### config.mk
export PLATFORM = sky130hd
export DESIGN_NAME = mem_bus_arbiter
export DESIGN_NICKNAME = d
export VERILOG_FILES = /design/src/rtl/arb_pkg.sv /design/src/rtl/arb_rr_pick.sv /design/src/rtl/mem_bus_arbiter.sv
export SDC_FILE = /design/constraint.sdc
export NUM_CORES = 1
export LEC_CHECK = 0
export BUFFER_PORTS_ARGS = -buffer_cell sky130_fd_sc_hd__buf_2
export CELL_PAD_IN_SITES_DETAIL_PLACEMENT = 0
export CELL_PAD_IN_SITES_GLOBAL_PLACEMENT = 1
export CORE_ASPECT_RATIO = 0.5
export CORE_MARGIN = 4
export CORE_UTILIZATION = 35
export DETAILED_ROUTE_END_ITERATION = 16
export GPL_TIMING_DRIVEN = 0
export PLACE_DENSITY_LB_ADDON = 0.1
export SYNTH_ARGS = -nofsm -noshare
export SYNTH_HDL_FRONTEND = slang
export SYNTH_SLANG_ARGS = --single-unit
### constraint.sdc
create_clock -name MAIN_CLK -period 2.8 [get_ports MAIN_CLK]
set_clock_uncertainty 0.15 [all_clocks]
set_input_delay 0.14 -clock MAIN_CLK [delete_from_list [all_inputs] [get_ports MAIN_CLK]]
set_output_delay 0.14 -clock MAIN_CLK [all_outputs]
set_load 0.03 [all_outputs]
### src/rtl/arb_pkg.sv
// rtl/arb_pkg.sv - shared types and constants for the two-port memory bus arbiter
package arb_pkg;

    typedef enum logic [1:0] {
        IDLE   = 2'b00,
        ACCESS = 2'b01,
        DONE   = 2'b10
    } arb_state_t;

    localparam logic PORT0 = 1'b0;
    localparam logic PORT1 = 1'b1;

    localparam int WAIT_CW = 4;

    typedef logic [WAIT_CW-1:0] wait_cnt_t;

endpackage

### src/rtl/arb_rr_pick.sv
// rtl/arb_rr_pick.sv - combinational two-way round-robin picker
module arb_rr_pick
    import arb_pkg::*;
(
    input  logic [1:0] i_req,
    input  logic       i_last_grant,
    output logic       o_grant_valid,
    output logic       o_grant_id
);

    always_comb begin
        o_grant_valid = |i_req;
        o_grant_id    = PORT0;
        // On a tie the port that did not win last time goes first.
        if (i_req == 2'b11) begin
            o_grant_id = ~i_last_grant;
        end else if (i_req[1]) begin
            o_grant_id = PORT1;
        end
    end

endmodule

### src/rtl/mem_bus_arbiter.sv
// rtl/mem_bus_arbiter.sv - shares one external memory port between two requesters
module mem_bus_arbiter
    import arb_pkg::*;
#(
    parameter int DW          = 16,
    parameter int AW          = 16,
    parameter int WAIT_STATES = 1
) (
    input  logic          MAIN_CLK,
    input  logic          MAIN_RST,
    input  logic          REQ0,
    input  logic          WE0,
    input  logic [AW-1:0] ADDR0,
    input  logic [DW-1:0] WDATA0,
    output logic          ACK0,
    output logic [DW-1:0] RDATA0,
    input  logic          REQ1,
    input  logic          WE1,
    input  logic [AW-1:0] ADDR1,
    input  logic [DW-1:0] WDATA1,
    output logic          ACK1,
    output logic [DW-1:0] RDATA1,
    output logic [AW-1:0] MEM_ADDR,
    output logic [DW-1:0] MEM_WDATA,
    input  logic [DW-1:0] MEM_RDATA,
    output logic          MEM_RD,
    output logic          MEM_WR
);

    localparam wait_cnt_t WAIT_LOAD = wait_cnt_t'(WAIT_STATES);

    arb_state_t    r_state;
    logic          r_last_grant;
    logic          r_gid;
    logic          r_we;
    wait_cnt_t     r_cnt;
    logic [AW-1:0] r_mem_addr;
    logic [DW-1:0] r_mem_wdata;
    logic          r_mem_rd;
    logic          r_mem_wr;
    logic          r_ack0;
    logic          r_ack1;
    logic [DW-1:0] r_rdata0;
    logic [DW-1:0] r_rdata1;

    logic          w_grant_valid;
    logic          w_grant_id;
    logic          w_we;
    logic [AW-1:0] w_addr;
    logic [DW-1:0] w_wdata;

    arb_rr_pick u_pick (
        .i_req         ({REQ1, REQ0}),
        .i_last_grant  (r_last_grant),
        .o_grant_valid (w_grant_valid),
        .o_grant_id    (w_grant_id)
    );

    assign w_we    = (w_grant_id == PORT1) ? WE1    : WE0;
    assign w_addr  = (w_grant_id == PORT1) ? ADDR1  : ADDR0;
    assign w_wdata = (w_grant_id == PORT1) ? WDATA1 : WDATA0;

    always_ff @(posedge MAIN_CLK or negedge MAIN_RST) begin
        if (!MAIN_RST) begin
            r_state      <= IDLE;
            r_last_grant <= PORT1;
            r_gid        <= PORT0;
            r_we         <= 1'b0;
            r_cnt        <= '0;
            r_mem_addr   <= '0;
            r_mem_wdata  <= '0;
            r_mem_rd     <= 1'b0;
            r_mem_wr     <= 1'b0;
            r_ack0       <= 1'b0;
            r_ack1       <= 1'b0;
            r_rdata0     <= '0;
            r_rdata1     <= '0;
        end else begin
            case (r_state)
                IDLE: begin
                    if (w_grant_valid) begin
                        r_gid        <= w_grant_id;
                        r_last_grant <= w_grant_id;
                        r_we         <= w_we;
                        r_cnt        <= WAIT_LOAD;
                        r_mem_addr   <= w_addr;
                        r_mem_wdata  <= w_wdata;
                        r_mem_rd     <= ~w_we;
                        r_mem_wr     <= w_we;
                        r_state      <= ACCESS;
                    end
                end
                ACCESS: begin
                    // Last strobe cycle: memory data is sampled on this edge.
                    if (r_cnt == '0) begin
                        r_mem_rd <= 1'b0;
                        r_mem_wr <= 1'b0;
                        if (!r_we) begin
                            if (r_gid == PORT1) begin
                                r_rdata1 <= MEM_RDATA;
                            end else begin
                                r_rdata0 <= MEM_RDATA;
                            end
                        end
                        r_ack0  <= (r_gid == PORT0);
                        r_ack1  <= (r_gid == PORT1);
                        r_state <= DONE;
                    end else begin
                        r_cnt <= r_cnt - 1'b1;
                    end
                end
                DONE: begin
                    r_ack0  <= 1'b0;
                    r_ack1  <= 1'b0;
                    r_state <= IDLE;
                end
                default: begin
                    r_mem_rd <= 1'b0;
                    r_mem_wr <= 1'b0;
                    r_ack0   <= 1'b0;
                    r_ack1   <= 1'b0;
                    r_state  <= IDLE;
                end
            endcase
        end
    end

    assign MEM_ADDR  = r_mem_addr;
    assign MEM_WDATA = r_mem_wdata;
    assign MEM_RD    = r_mem_rd;
    assign MEM_WR    = r_mem_wr;
    assign ACK0      = r_ack0;
    assign ACK1      = r_ack1;
    assign RDATA0    = r_rdata0;
    assign RDATA1    = r_rdata1;

endmodule
After elaboration in Yosys (flattened, before gate mapping)
Cells that the tools add are included.
- output and inout port bits: 68
- bits in latches: 0
- bits in read-only memories: 0
- register bits after elaboration: 77
- memories: 0
- word-level logic and storage cells: 57
- bits in writable memories: 0
- input bits: 86
- mux-type cells: 20
- magnitude comparators: 0
- bitwise logic cells: 6
- reduce and logical (&&, ||, !) cells: 11
- $mul: 0
- shift operators: 0
- divide/modulo/power cells: 0
- add/subtract/negate cells: 1
- eq/ne operators: 6
- operators by type and width (operator ; number):
    2-to-1 mux 16 bit ; 2
    2-to-1 mux 1 bit ; 8
    2-to-1 mux 4 bit ; 2
    one-hot mux 4 bit (2 select lines) ; 1
    AND reduction 4 bit ; 2
    inverter 1 bit ; 6
    one-hot mux 1 bit (3 select lines) ; 2
    AND reduction 2 bit ; 3
    AND reduction 3 bit ; 2
    equality test 2 bit (second input constant) ; 2
    zero test 4 bit ; 1
    2-to-1 mux 2 bit ; 2
    != test 2 bit (second input constant) ; 2
    one-hot mux 1 bit (2 select lines) ; 2
    one-hot mux 2 bit (2 select lines) ; 1
    subtractor 4 x 1 -> 4 bit (second input constant) ; 1
    equality test 2 x 1 -> 1 bit (second input constant) ; 1
    zero test 2 bit ; 1
    != test 2 x 1 -> 1 bit (second input constant) ; 1
    nonzero test 2 bit ; 1
    OR reduction 2 bit ; 1

Depth between registers and ports, before layout
- word-level depth: 6
- gate-level depth with buffers: 8

By module
From an unflattened synthesis, not the netlist that was laid out.
- cells, all modules: 270
- area total of the unflattened synthesis: 3331.9 µm²
- modules (own cells, without submodules) (module ; cells an instance ; seq. area each (µm²) ; area an instance (µm²) ; instances):
    mem_bus_arbiter ; 268 ; 1928.1 ; 3318.2 ; 1
    arb_rr_pick ; 2 ; 0.0 ; 13.8 ; 1

Worst setup path after synthesis
Ideal clock, no wire load.
- kind: register to register
- start point: reg r_cnt[0]
- end point: reg r_rdata0[0] (netlist: RDATA0[0])
- cell stages (with the launch flop): 9
- arrival: 2048 ps
- path buffers: 3
- required time: 2525 ps
- period minus slack after synthesis: 2323 ps
- slack: 477 ps
- path through: dfrtp_1 inv_1 ha_1 or3b_1 buf_2 or4_4 buf_6 buf_12 mux2_4
- cells in the longest elaborated chain, start to end: 2
- ends and longest elaborated chain (element ; line ; text):
    from (decl) ; mem_bus_arbiter.sv:36 ; wait_cnt_t r_cnt;
    from (signal assigned) ; mem_bus_arbiter.sv:109 ; r_cnt <= r_cnt - 1'b1;
    zero test 4 bit ; mem_bus_arbiter.sv:95 ; if (r_cnt == '0) begin
    AND reduction 4 bit (no line) ; -- ;
    to (signal assigned) ; mem_bus_arbiter.sv:76 ; r_rdata0 <= '0;
    to (signal assigned) ; mem_bus_arbiter.sv:102 ; r_rdata0 <= MEM_RDATA;
    to (decl) ; mem_bus_arbiter.sv:43 ; logic [DW-1:0] r_rdata0;
Every way passes these cells.
A chain may end at the register's enable or synchronous reset.

Worst setup path after layout
- start point: reg r_cnt[0]
- end point: reg r_rdata1[11] (netlist: RDATA1[11])
- cells in the longest elaborated chain, start to end: 2
- ends and longest elaborated chain (element ; line ; text):
    zero test 4 bit ; mem_bus_arbiter.sv:95 ;
    AND reduction 4 bit (no line) ; -- ;
    to (signal assigned) ; mem_bus_arbiter.sv:77 ; r_rdata1 <= '0;
    to (signal assigned) ; mem_bus_arbiter.sv:100 ; r_rdata1 <= MEM_RDATA;
    to (decl) ; mem_bus_arbiter.sv:44 ; logic [DW-1:0] r_rdata1;
Every way passes these cells.

==> impl_metrics.env <==
export IMPL_multi_input_area_mm2=0.00133
export IMPL_hold_start="WDATA0[11]"
export IMPL_rsz0062_at_grt="false"
export IMPL_cts_buffers=9
export IMPL_grt_max_degree=52
export IMPL_cts_root_buf="clkbuf_16"
export IMPL_syn2layout_area_growth_pct=61.7
export IMPL_hold_path_class="input pin to register"
export IMPL_ys_ff_latch=77
export IMPL_nFillCells=809
export IMPL_cts_resized=0
export IMPL_grt_pass1_vias=3191
export IMPL_maxSlewHeadroom_pct=59.0
export IMPL_grt_usage_pct=16.8
export IMPL_portBuffers=153
export IMPL_worstSetupPathType="register to register"
export IMPL_ant_nets=0
export IMPL_max_freq_mhz=384
export IMPL_cts_tree="yes"
export IMPL_whs_endpoint="MEM_WDATA[11]$_DFFE_PN0P_"
export IMPL_cp_end_kind="register"
export IMPL_drt_wl_total_um=9490
export IMPL_synth_area_mm2=0.00338
export IMPL_ir_worst_vdd_mv=0.521
export IMPL_status="finished clean"
export IMPL_finalCritPeriodShare_pct=92.9
export IMPL_die_x_um=147
export IMPL_reg2reg_depth=6
export IMPL_clkTransAtPathRegs_ns=0.06
export IMPL_final_util_pct=58.0
export IMPL_drc_errors=0
export IMPL_worst_pin_slew_ns=0.615
export IMPL_row_count=25
export IMPL_grt_pass1_wl_um=15400
export IMPL_path_buf_inv=2
export IMPL_p_leak_nw=2.68
export IMPL_ys_seq_area_share_pct=57.1
export IMPL_nets=601
export IMPL_register_area_mm2=0.00193
export IMPL_cpMaxStageDelayCell="nand4b_1"
export IMPL_power_density_mw_per_mm2=1140
export IMPL_final_cell_mix="buf_2, dlygate4sd3_1, dfrtp_1"
export IMPL_final_layout_size_suffix_gt1_share_pct=40.3
export IMPL_reg2reg_slack_ns=0.20
export IMPL_diodes=0
export IMPL_whs_ns=0.0207
export IMPL_post_drt_wl_per_cell_um=14.5
export IMPL_clk_latency_ns=0.33
export IMPL_place_congestion=0.753
export IMPL_path_max_fanout=10
export IMPL_start_util_pct=35.9
export IMPL_slew_violations=0
export IMPL_whs_path_depth=3
export IMPL_max_clock_path_buffers=2
export IMPL_worstPathCellList="inv_1, ha_1, nor3b_1, nand4b_1, clkbuf_1, mux2_2"
export IMPL_fin_setup_tns_ns=0
export IMPL_avgSynthCellArea_um2=12.5
export IMPL_worstReg2RegStart="r_cnt[0]$_DFFE_PN0P_"
export IMPL_finalHoldViolCount=0
export IMPL_drt_iter0_drc=52
export IMPL_hpwl_um=6490
export IMPL_htreeDepth=3
export IMPL_cp_start_kind="register"
export IMPL_synth_cells=269
export IMPL_vias=3032
export IMPL_worst_r2r_endpoint="RDATA1[11]$_DFFE_PN0P_"
export IMPL_layout_min_cycle_time_ns=2.60
export IMPL_ys_types=32
export IMPL_worst_endpoint_required_ns=2.86
export IMPL_finalSetupViolCount=0
export IMPL_crit_family="simple AND/OR/NAND/NOR gates"
export IMPL_critPathMaxStageDelay_ns=0.46
export IMPL_ys_warn_count=0
export IMPL_final_common_cell="buf_2"
export IMPL_critPathArrivalTime_ns=2.66
export IMPL_cts_num_sinks=77
export IMPL_die_h_um=77.4
export IMPL_synth_nets=357
export IMPL_routed_via_density=4.64
export IMPL_dieArea_mm2=0.0114
export IMPL_crit_cells=6
export IMPL_maxCapViolations=0
export IMPL_core_area_mm2=0.00942
export IMPL_pin_count=154
export IMPL_first_pass_iters=4
export IMPL_overflow=0
export IMPL_antenna_found_initial=0
==> report_power, final <==
group / switching [mW] / internal [mW]
Clock: 0.433 / 0.826
Combinational: 1.87 / 1.10
Sequential: 0.309 / 1.67
==> worst max path at each step <==
stage | end | startpoint | slack [ns]
3_3_place_gp | RDATA1[14]$_DFFE_PN0P_ | r_cnt[0]$_DFFE_PN0P_ | 0.22
4_1_cts | RDATA1[11]$_DFFE_PN0P_ | r_cnt[0]$_DFFE_PN0P_ | 0.18
3_5_place_dp | RDATA1[11]$_DFFE_PN0P_ | r_cnt[0]$_DFFE_PN0P_ | 0.19
2_1_floorplan | RDATA0[0]$_DFFE_PN0P_ | r_cnt[0]$_DFFE_PN0P_ | 0.48
5_1_grt | RDATA1[11]$_DFFE_PN0P_ | r_cnt[0]$_DFFE_PN0P_ | 0.02
6_report | RDATA1[11]$_DFFE_PN0P_ | r_cnt[0]$_DFFE_PN0P_ | 0.20
==> per-layer routing <==
metal	up-vias	part of all wire [%]	global-route usage, %
met3	10	5.8	5.48
li1	1463	-	-
met4	0	1.2	5.86
met1	1456	44	20.7
met5	-	0	0
met2	103	49	28.0
==> cell type report <==
type,instances,area share (%)
Buffer,21,1.97
Clock buffer,12,4.70
Clock inverter,4,1.28
Inverter,2,0.138
Multi-Input combinational cell,169,24.4
Sequential cell,77,35.3
Tap cell,135,3.09
Timing Repair Buffer,233,29.1
==> flip-flops by register name, summed over array words and instances, names as in the netlist <==
name / cells
MEM_ADDR: 16
MEM_WDATA: 16
RDATA0: 16
RDATA1: 16
r_cnt: 4
r_state: 2
ACK0: 1
ACK1: 1
MEM_RD: 1
MEM_WR: 1
r_gid: 1
r_last_grant: 1
r_we: 1
==> kinds of logic after synthesis <==
kind of cell	Yosys count	synth area share (%)
adders and majority gates	2	0.741
AOI/OAI and AO/OA	79	12.5
and+or+nand+nor	20	3.82
buffers and inverters	23	3.41
DFF	77	57.1
muxes	68	22.5
==> tightest hold or removal path, cell delays in order <==
cell and delay (ns):
buf_2 0.08, mux2i_1 0.06, o21ai_0 0.18
==> synth_stat cells (all sizes together) <==
cell type,number,area [um2]
ha,2,25.0
and3,1,6.26
a21boi,1,7.51
o21bai,1,7.51
nor2,2,7.51
o21ai,70,350
nand4b,1,8.76
a32oi,1,8.76
nand2b,3,18.8
o21a,1,7.51
nor3,1,5.00
buf,6,51.3
dfrtp,76,1900
mux2i,36,360
nand3,4,20.0
inv,2,7.51
o32ai,1,8.76
o22ai,1,6.26
a21o,2,15.0
or4,1,11.3
clkbuf,15,56.3
nor2b,2,12.5
dfstp,1,26.3
or2,1,6.26
mux2,32,398
a211o,1,8.76
and3b,1,8.76
nor3b,2,15.0
or3b,1,8.76
==> metrics by stage <==
| stage | cell area [um2] | instances | worst slack, ns | total power [mW] |
|---|---|---|---|---|
| 6_report | 5460 | 653 | 0.198 | 6.21 |
| 3_3_place_gp | 4310 | 557 | 0.221 | 4.76 |
| 3_5_place_dp | 4340 | 558 | 0.191 | 4.84 |
| 2_1_floorplan | 3380 | 269 | 0.477 | 3.92 |
| 4_1_cts | 5460 | 653 | 0.176 | 6.27 |
| 5_1_grt | 5460 | 653 | 0.0165 | 6.59 |
==> repair_timing <==
action                                  4_1_cts  5_1_grt
endpoints found under the hold margin       139        0
hold buffers                                 79        0
endpoints found under the setup margin        0        1
setup buffers                                 0        0
No activity file was read; power rests on OpenSTA's default activity.
